===== src/rtl/mef_pkg.sv =====
// Shared definitions for the product-selection FSM: state codes and widths.
package mef_pkg;

    localparam int STATE_W = 3;

    localparam logic [STATE_W-1:0] MENU  = 3'd0;
    localparam logic [STATE_W-1:0] ARMED = 3'd1;
    localparam logic [STATE_W-1:0] RUN   = 3'd2;
    localparam logic [STATE_W-1:0] DONE  = 3'd3;
    localparam logic [STATE_W-1:0] FAULT = 3'd4;

    typedef enum logic [STATE_W-1:0] {
        S_MENU  = MENU,
        S_ARMED = ARMED,
        S_RUN   = RUN,
        S_DONE  = DONE,
        S_FAULT = FAULT
    } state_e;

endpackage


===== src/rtl/mef_select_produto_if.sv =====
// Front-panel command inputs and registered status outputs of mef_select_produto.
interface mef_select_produto_if #(
    parameter int NUM_PROD  = 2,
    parameter int NUM_STEPS = 4
);
    import mef_pkg::*;

    localparam int PROD_W = (NUM_PROD > 1) ? $clog2(NUM_PROD) : 1;
    localparam int STEP_W = $clog2(NUM_STEPS + 1);

    logic [PROD_W-1:0]  sel;
    logic               go;
    logic               start;
    logic               step;
    logic               cancel;
    logic               ack;
    logic [STATE_W-1:0] state_o;
    logic [PROD_W-1:0]  prod_o;
    logic [STEP_W-1:0]  step_o;
    logic               busy;
    logic               done;
    logic               abort;

    modport master (
        output sel, go, start, step, cancel, ack,
        input  state_o, prod_o, step_o, busy, done, abort
    );

    modport slave (
        input  sel, go, start, step, cancel, ack,
        output state_o, prod_o, step_o, busy, done, abort
    );

endinterface


===== src/rtl/mef_watchdog.sv =====
// Step watchdog: counts idle cycles while enabled, flags expiry at TIMEOUT_CYC.
module mef_watchdog #(
    parameter int TIMEOUT_CYC = 1024
) (
    input  logic clk,
    input  logic rst,
    input  logic clear,
    input  logic enable,
    output logic expired
);

    localparam int CNT_W = $clog2(TIMEOUT_CYC + 1);
    localparam logic [CNT_W-1:0] LIMIT = CNT_W'(TIMEOUT_CYC - 1);

    logic [CNT_W-1:0] cnt_q;
    logic [CNT_W-1:0] cnt_d;

    // Counter saturates at LIMIT; the cycle spent at LIMIT is the TIMEOUT_CYC-th idle cycle.
    always_comb begin
        cnt_d = cnt_q;
        if (clear) begin
            cnt_d = '0;
        end else if (enable && (cnt_q != LIMIT)) begin
            cnt_d = cnt_q + CNT_W'(1);
        end else begin
            cnt_d = cnt_q;
        end
    end

    // Counter register with synchronous active-low reset.
    always_ff @(posedge clk) begin
        if (!rst) begin
            cnt_q <= '0;
        end else begin
            cnt_q <= cnt_d;
        end
    end

    assign expired = enable && !clear && (cnt_q == LIMIT);

endmodule


===== src/rtl/mef_select_produto.sv =====
// Product selection / step sequencing FSM. Optional step watchdog and FAULT
// state are enabled by defining MEF_TIMEOUT_EN.
module mef_select_produto
    import mef_pkg::*;
#(
    parameter int NUM_PROD    = 2,
    parameter int NUM_STEPS   = 4,
    parameter int TIMEOUT_CYC = 1024
) (
    input  logic                 clk,
    input  logic                 rst,
    mef_select_produto_if.slave  bus
);

    localparam int PROD_W = (NUM_PROD > 1) ? $clog2(NUM_PROD) : 1;
    localparam int STEP_W = $clog2(NUM_STEPS + 1);
    localparam logic [STEP_W-1:0] LAST_STEP = STEP_W'(NUM_STEPS - 1);
    localparam logic [PROD_W:0]   PROD_LIM  = (PROD_W + 1)'(NUM_PROD);

    if ((NUM_PROD < 2) || (NUM_STEPS < 1) || (TIMEOUT_CYC < 1)) begin : g_bad_cfg
        $error("mef_select_produto: invalid parameter set");
    end

    state_e            state_q, state_d;
    logic [PROD_W-1:0] prod_q, prod_d;
    logic [STEP_W-1:0] step_q, step_d;
    logic              abort_q, abort_d;
    logic              busy_q;
    logic              done_q;
    logic              sel_valid_s;

    assign sel_valid_s = ({1'b0, bus.sel} < PROD_LIM);

`ifdef MEF_TIMEOUT_EN
    logic wd_expired_s;
    logic wd_clear_s;
    logic wd_enable_s;

    // Restart on RUN entry (counter held clear outside RUN) and on every step.
    assign wd_enable_s = (state_q == S_RUN);
    assign wd_clear_s  = (state_q != S_RUN) || bus.step;

    mef_watchdog #(
        .TIMEOUT_CYC (TIMEOUT_CYC)
    ) u_watchdog (
        .clk     (clk),
        .rst     (rst),
        .clear   (wd_clear_s),
        .enable  (wd_enable_s),
        .expired (wd_expired_s)
    );
`endif

    // Next-state, product latch and step counter logic.
    always_comb begin
        state_d = state_q;
        prod_d  = prod_q;
        step_d  = step_q;
        abort_d = 1'b0;
        case (state_q)
            S_MENU: begin
                if (bus.go && sel_valid_s) begin
                    state_d = S_ARMED;
                    prod_d  = bus.sel;
                end else begin
                    state_d = S_MENU;
                end
            end
            S_ARMED: begin
                if (bus.cancel) begin
                    state_d = S_MENU;
                    abort_d = 1'b1;
                end else if (bus.start) begin
                    state_d = S_RUN;
                    step_d  = '0;
                end else if (bus.go && sel_valid_s) begin
                    prod_d  = bus.sel;
                end else begin
                    state_d = S_ARMED;
                end
            end
            S_RUN: begin
                if (bus.cancel) begin
                    state_d = S_MENU;
                    abort_d = 1'b1;
                    step_d  = '0;
                end else if (bus.step) begin
                    step_d = step_q + STEP_W'(1);
                    if (step_q == LAST_STEP) begin
                        state_d = S_DONE;
                    end else begin
                        state_d = S_RUN;
                    end
`ifdef MEF_TIMEOUT_EN
                end else if (wd_expired_s) begin
                    state_d = S_FAULT;
                    abort_d = 1'b1;
`endif
                end else begin
                    state_d = S_RUN;
                end
            end
            S_DONE: begin
                // cancel is a plain acknowledge here: the run already finished.
                if (bus.ack || bus.cancel) begin
                    state_d = S_MENU;
                    step_d  = '0;
                end else begin
                    state_d = S_DONE;
                end
            end
`ifdef MEF_TIMEOUT_EN
            S_FAULT: begin
                if (bus.ack || bus.cancel) begin
                    state_d = S_MENU;
                    step_d  = '0;
                end else begin
                    state_d = S_FAULT;
                end
            end
`endif
            default: begin
                state_d = S_MENU;
            end
        endcase
    end

    // State and output registers; busy/done follow the registered state.
    always_ff @(posedge clk) begin
        if (!rst) begin
            state_q <= S_MENU;
            prod_q  <= '0;
            step_q  <= '0;
            abort_q <= 1'b0;
            busy_q  <= 1'b0;
            done_q  <= 1'b0;
        end else begin
            state_q <= state_d;
            prod_q  <= prod_d;
            step_q  <= step_d;
            abort_q <= abort_d;
            busy_q  <= (state_d == S_RUN);
            done_q  <= (state_d == S_DONE);
        end
    end

    assign bus.state_o = state_q;
    assign bus.prod_o  = prod_q;
    assign bus.step_o  = step_q;
    assign bus.busy    = busy_q;
    assign bus.done    = done_q;
    assign bus.abort   = abort_q;

endmodule


===== src/flat_wrapper.sv =====
// flat-port wrapper written by rule: the top's interface ports become plain ports
module mef_select_produto_flat import mef_pkg::*;
#(
    parameter int NUM_PROD    = 2,
    parameter int NUM_STEPS   = 4,
    parameter int TIMEOUT_CYC = 1024
)
  (clk, rst, bus_sel, bus_go, bus_start, bus_step, bus_cancel, bus_ack, bus_state_o, bus_prod_o, bus_step_o, bus_busy, bus_done, bus_abort);
  mef_select_produto_if #(.NUM_PROD(NUM_PROD), .NUM_STEPS(NUM_STEPS)) bus_i ();
  input  logic clk;
  input  logic rst;
  input wire logic [$bits(bus_i.sel)-1:0] bus_sel;
  input wire logic [$bits(bus_i.go)-1:0] bus_go;
  input wire logic [$bits(bus_i.start)-1:0] bus_start;
  input wire logic [$bits(bus_i.step)-1:0] bus_step;
  input wire logic [$bits(bus_i.cancel)-1:0] bus_cancel;
  input wire logic [$bits(bus_i.ack)-1:0] bus_ack;
  output wire logic [$bits(bus_i.state_o)-1:0] bus_state_o;
  output wire logic [$bits(bus_i.prod_o)-1:0] bus_prod_o;
  output wire logic [$bits(bus_i.step_o)-1:0] bus_step_o;
  output wire logic [$bits(bus_i.busy)-1:0] bus_busy;
  output wire logic [$bits(bus_i.done)-1:0] bus_done;
  output wire logic [$bits(bus_i.abort)-1:0] bus_abort;
  assign bus_i.sel = bus_sel;
  assign bus_i.go = bus_go;
  assign bus_i.start = bus_start;
  assign bus_i.step = bus_step;
  assign bus_i.cancel = bus_cancel;
  assign bus_i.ack = bus_ack;
  assign bus_state_o = bus_i.state_o;
  assign bus_prod_o = bus_i.prod_o;
  assign bus_step_o = bus_i.step_o;
  assign bus_busy = bus_i.busy;
  assign bus_done = bus_i.done;
  assign bus_abort = bus_i.abort;
  mef_select_produto #(.NUM_PROD(NUM_PROD), .NUM_STEPS(NUM_STEPS), .TIMEOUT_CYC(TIMEOUT_CYC)) u_core (.clk(clk), .rst(rst), .bus(bus_i));
endmodule

===== config.mk =====
export PLATFORM = sky130hd
export DESIGN_NAME = mef_select_produto_flat
export DESIGN_NICKNAME = d
export VERILOG_FILES = /design/src/rtl/mef_pkg.sv /design/src/rtl/mef_select_produto_if.sv /design/src/rtl/mef_watchdog.sv /design/src/rtl/mef_select_produto.sv /design/src/flat_wrapper.sv
export SDC_FILE = /design/constraint.sdc
export NUM_CORES = 1
export LEC_CHECK = 0
export ABC_AREA = 1
export CAP_MARGIN = 30
export CELL_PAD_IN_SITES_DETAIL_PLACEMENT = 1
export CELL_PAD_IN_SITES_GLOBAL_PLACEMENT = 2
export CORE_AREA = 4 4 59 50
export DETAILED_ROUTE_END_ITERATION = 12
export DIE_AREA = 0 0 63 54
export MAX_ROUTING_LAYER = met4
export PLACE_DENSITY = 0.83
export REMOVE_ABC_BUFFERS = 1
export SLEW_MARGIN = 0
export SYNTH_ARGS = -nofsm -noshare
export SYNTH_HDL_FRONTEND = slang
export SYNTH_SLANG_ARGS = --single-unit

===== constraint.sdc =====
create_clock -name clk -period 2.8 [get_ports clk]
set_input_delay 0.42 -clock clk [delete_from_list [all_inputs] [get_ports clk]]
set_output_delay 0.42 -clock clk [all_outputs]
set_load 0.1 [all_outputs]

Word level (Yosys, flattened, before mapping)
Cells that the tools add are included.

word-level totals
  bits in registers = 10

operators by class
  equality and inequality tests = 11
  add/subtract/negate cells = 1
  reduce and logical (&&, ||, !) cells = 8
  muxes and demuxes = 20

operators by type and width
  cell                   number
  $mux W3                9
  $eq A3 B2 Y1 const B   5
  $pmux W3 S4            1
  $pmux W3 S3            1
  $mux W1                7
  $ne A2 B2 Y1 const B   3
  $reduce_and A5 Y1      1
  $add A3 B1 Y3 const B  1
  $eq A3 B1 Y1 const B   1
  $logic_not A3 Y1       1
  $ne A3 B3 Y1 const B   1
  $reduce_and A3 Y1      1
  $reduce_bool A3 Y1     1
  $mux W2                1
  $ne A2 B1 Y1 const B   1
  $pmux W1 S2            1
  $reduce_and A2 Y1      1
  $reduce_bool A2 Y1     1
  $reduce_or A2 Y1       1
  $logic_or A1 B1 Y1     1

Depth between registers and ports, before layout
  depth in word-level cells = 6
  mapped depth = 8
  mapped depth without buffers = 8

Least setup slack after synthesis
Ideal clock, no wire load.

  path kind = reg-to-reg
  start = register u_core.state_q[0], in the netlist u_core.bus.state_o[0]
  end = register u_core.step_q[0], in the netlist u_core.bus.step_o[0]
  arrival = 1.790 ns
  path slack = 0.944 ns
  data required time = 2.735 ns
  cell stages (with the launch flop) = 7
  library setup time = 0.065 ns
  cells stage by stage = dfxtp_1 inv_1 nand3_4 nor2_8 nor3_4 nor2_1 nor2_1

on the way
  cells in the longest elaborated chain, start to end = 3
  elaborated cells on any way between the ends = 10
  those cells by class = 7 x eq/ne; 1 x mux; 2 x reduce/logical

RTL lines
  element                                         line                       source
  start: declaration                              mef_select_produto.sv:24   state_e state_q, state_d;
  start signal: assignment                        mef_select_produto.sv:138  state_q <= state_d;
  $eq A3 B2 Y1 or $eq A3 B1 Y1 (tied branches)    mef_select_produto.sv:60   case (state_q)
  $ne A3 B3 Y1 (no line) (tied with other cells)  n/a
  $reduce_and A5 Y1 (no line)                     n/a
  end signal: assignment                          mef_select_produto.sv:140  step_q <= step_d;
  end: declaration                                mef_select_produto.sv:26   logic [STEP_W-1:0] step_q, step_d;

Several ways; a longest one is shown, not always the timed one.
A chain may end at the register's enable or synchronous reset.

Worst setup path after layout
  start = input bus_cancel
  end = register u_core.step_q[1], in the netlist u_core.bus.step_o[1]

on the way
  cells in the longest elaborated chain, start to end = 3
  elaborated cells on any way between the ends = 7
  those cells by class = 3 x eq/ne; 2 x mux; 2 x reduce/logical

RTL lines
  element                      line                       source
  start: declaration           flat_wrapper.sv:16         input wire logic [$bits(bus_i.cancel)-1:0] bus_cancel;
  $logic_or A1 B1 Y1           mef_select_produto.sv:105  if (bus.ack || bus.cancel) begin
  $ne A2 B1 Y1 (no line)       n/a
  $reduce_and A5 Y1 (no line)  n/a

Several ways; a longest one is shown, not always the timed one.

==> impl_metrics.json <==
{
  "yosysUniqueCellTypes": 20,
  "top_level_ports": 18,
  "cts_hold_buffers": 0,
  "die_x_um": 63,
  "placed_area_um2": 744,
  "seq_power_share_pct": 46.9,
  "wl_per_cell_um": 13.4,
  "switching_power_mw": 0.105,
  "clock_tree.htree_level_count": 1,
  "worstHoldStart": "u_core.bus.prod_o",
  "seq_area_frac_synth_pct": 35.4,
  "grt_usage_pct": 11.4,
  "report.final.hold_viol_count": 0,
  "tritoncts": "yes",
  "worst_setup_hold_path_clk_slew_ns": 0.07,
  "synth.cell_area_um2": 566,
  "grt_start_max_net_pins": 10,
  "diodes": 0,
  "clock_power_share_pct": 30.0,
  "crit_path_required_time_ns": 2.95,
  "worstSetupPathType": "input port to register",
  "synth.ff_latch_count": 10,
  "syn_inst": 79,
  "finalHoldWorstSlack_ns": 0.467,
  "ctsLongestPathBuffers": 2,
  "fin_nets": 111,
  "wire_length_of_the_first_global_routing_pass_mm": 2.77,
  "routed_vias_inst": 4.40,
  "totalWireLength_mm": 1.69,
  "critical_path.max_stage_delay_ns": 0.66,
  "timing.final.setup_violations": 0,
  "first_pass_iters": 4,
  "r2r_slack_ns": 1.50,
  "core_region_area_um2": 2380,
  "synthesis.yosys.warnings": 0,
  "place_hpwl_mm": 1.37,
  "swShare_pct": 32.4,
  "postLayoutCoreUtil_pct": 32.2,
  "series_of_cell_instances_along_the_critical_path": "clkdlybuf4s50_1 > nor2_1 > nand2_2 > nand2_2 > nor2_2 > nand3_1 > nand2_1 > nor2_1",
  "placementRows": 16,
  "worst_path_max_delay_cell": "sky130_fd_sc_hd__clkdlybuf4s50_1",
  "initial_utilization_pct": 23.7,
  "outcome": "finished clean",
  "max_cap_viol_count": 0,
  "worst_path_dominant_cell_family": "simple AND/OR/NAND/NOR gates",
  "powerDensity_nw_per_um2": 421,
  "via_count_of_the_first_global_routing_pass": 567,
  "clock_insertion_delay_worst_skew_ns": 0.26,
  "power_report.internal_total_mw": 0.218,
  "multi_input_area_um2": 317,
  "avgSynthCellArea_um2": 7.16,
  "reg2reg_launch_point": "u_core.bus.state_o[0]",
  "vias": 554,
  "setup.worst_path.start": "bus_cancel",
  "hold_path_class": "register to register",
  "max_vdd_drop_mv": 0.219,
  "drt_iter0_markers": 7,
  "clk_root_buffer_cell": "sky130_fd_sc_hd__clkbuf_4",
  "timing.critical_path.fanout_max": 7,
  "setup-tns-final_ns": 0,
  "overflow": 0,
  "cts_made_buffers": 3,
  "combinationalPowerShare_pct": 23.1,
  "critPathLaunchType": "input port",
  "drive_above_1_share_pct": 24.2,
  "finalCritPeriodShare_pct": 58.3,
  "timing.final.crit_period_ns": 1.63,
  "post-route-drc-count": 0,
  "numPortBuffers": 17,
  "critical_path.endpoint_type": "register",
  "antenna_found_initial": 0,
  "maxSlewViolCount": 0,
  "design.die.area_um2": 3400,
  "die-height_um": 54,
  "clock_sink_count": 10,
  "gp_routability_congestion": 0.765,
  "fmax_ghz": 0.613,
  "power.static_leakage_nw": 0.374,
  "drtAntennaViolNets": 0,
  "fillerInstances": 305,
  "post-cts-setup-buffers": 0,
  "post-route-cell-area_um2": 767,
  "cts-resized-gates": 0,
  "area_delta_synth_final_pct": 35.6,
  "fin_worst_skew_ns": 0.0119,
  "cp.buffers_inverters": 1,
  "regArea_um2": 200,
  "rsz_0062_raised_after_global_routing": "no",
  "critical_path_arrival_ns": 1.78
}
==> layout by cell type, fill, tap and decap left out, drive strengths merged <==
cell type and n:
inv 13, conb 1, ha 2, nor2 14
clkdlybuf4s50 7, o21ai 3, buf 10, nand3 8
clkbuf 3, or2 1, nand2 19, dfxtp 10
nor3 2, a211oi 1, a21oi 5
==> path summary, 6_finish.rpt <==
check | end | cells past startpoint
max | u_core.bus.step_o[1] | 8
min reg2reg | u_core.bus.prod_o | 2
max reg2reg | u_core.bus.step_o[1] | 8
min | u_core.bus.prod_o | 2
==> registers in the layout, indices dropped and copies added, names as in the netlist <==
| signal | flops |
|---|---|
| u_core.bus.abort | 1 |
| u_core.bus.busy | 1 |
| u_core.bus.done | 1 |
| u_core.bus.prod_o | 1 |
| u_core.bus.state_o | 3 |
| u_core.bus.step_o | 3 |
==> through the flow <==
step,power (mW),std cells,setup WS [ns]
CTS,0.330,126,1.16
global route,0.344,126,1.11
finish,0.323,126,1.17
detailed placement,0.230,123,0.908
global placement,0.228,123,1.03
floorplan,0.203,79,0.944
==> metal layers <==
metal / GRT usage (%) / up-vias / wire length, um
li1: - / 288 / -
met1: 12.8 / 252 / 749
met2: 19.3 / 14 / 851
met3: 4.80 / 0 / 89
met4: 2.20 / 0 / 0
met5: - / - / 0
==> cells in the mapped netlist <==
cell,count,share of area [%]
sky130_fd_sc_hd__nand2_1,17,11
sky130_fd_sc_hd__inv_1,11,7.3
sky130_fd_sc_hd__dfxtp_1,10,35
sky130_fd_sc_hd__nor2_1,10,6.6
sky130_fd_sc_hd__nand3_1,7,6.2
sky130_fd_sc_hd__a21oi_1,5,4.4
sky130_fd_sc_hd__ha_1,2,4.4
sky130_fd_sc_hd__inv_2,2,1.3
sky130_fd_sc_hd__nand2_2,2,2.2
sky130_fd_sc_hd__nor2_2,2,2.2
sky130_fd_sc_hd__o21ai_1,2,1.8
sky130_fd_sc_hd__a211oi_1,1,1.3
sky130_fd_sc_hd__conb_1,1,0.66
sky130_fd_sc_hd__nand3_4,1,3.1
sky130_fd_sc_hd__nor2_4,1,2.0
sky130_fd_sc_hd__nor2_8,1,3.5
sky130_fd_sc_hd__nor3_1,1,0.88
sky130_fd_sc_hd__nor3_4,1,2.9
sky130_fd_sc_hd__o21ai_0,1,0.88
sky130_fd_sc_hd__or2_4,1,1.5
==> kinds of logic after synthesis <==
family | share of synthesized area, %
simple gates | 42.5
buf+inv | 8.63
other cells | 0.663
fa+ha+maj | 4.42
flops | 35.4
compound gates | 8.41
==> final cells by class <==
type	instances	area share, %
flip-flops and latches	10	26.1
repair buffers	17	18.9
clock buffers	3	2.94
well taps	27	4.40
multi-input cells	56	41.3
inverters	13	6.36
==> tightest hold or removal path: stages (launching register included) <==
cell and delay (ns):
sky130_fd_sc_hd__dfxtp_1 0.32, sky130_fd_sc_hd__nand2_1 0.06, sky130_fd_sc_hd__a21oi_1 0.05
==> power by group through the flow <==
stage	clock, mW	sequential, mW	combinational, mW
global route	0.112	0.152	0.0797
global placement	0	0.154	0.0735
detailed placement	0	0.155	0.0747
finish	0.0970	0.151	0.0745
floorplan	0	0.183	0.0203
CTS	0.103	0.152	0.0752
Note: power is estimated with default switching activity, not from simulation.
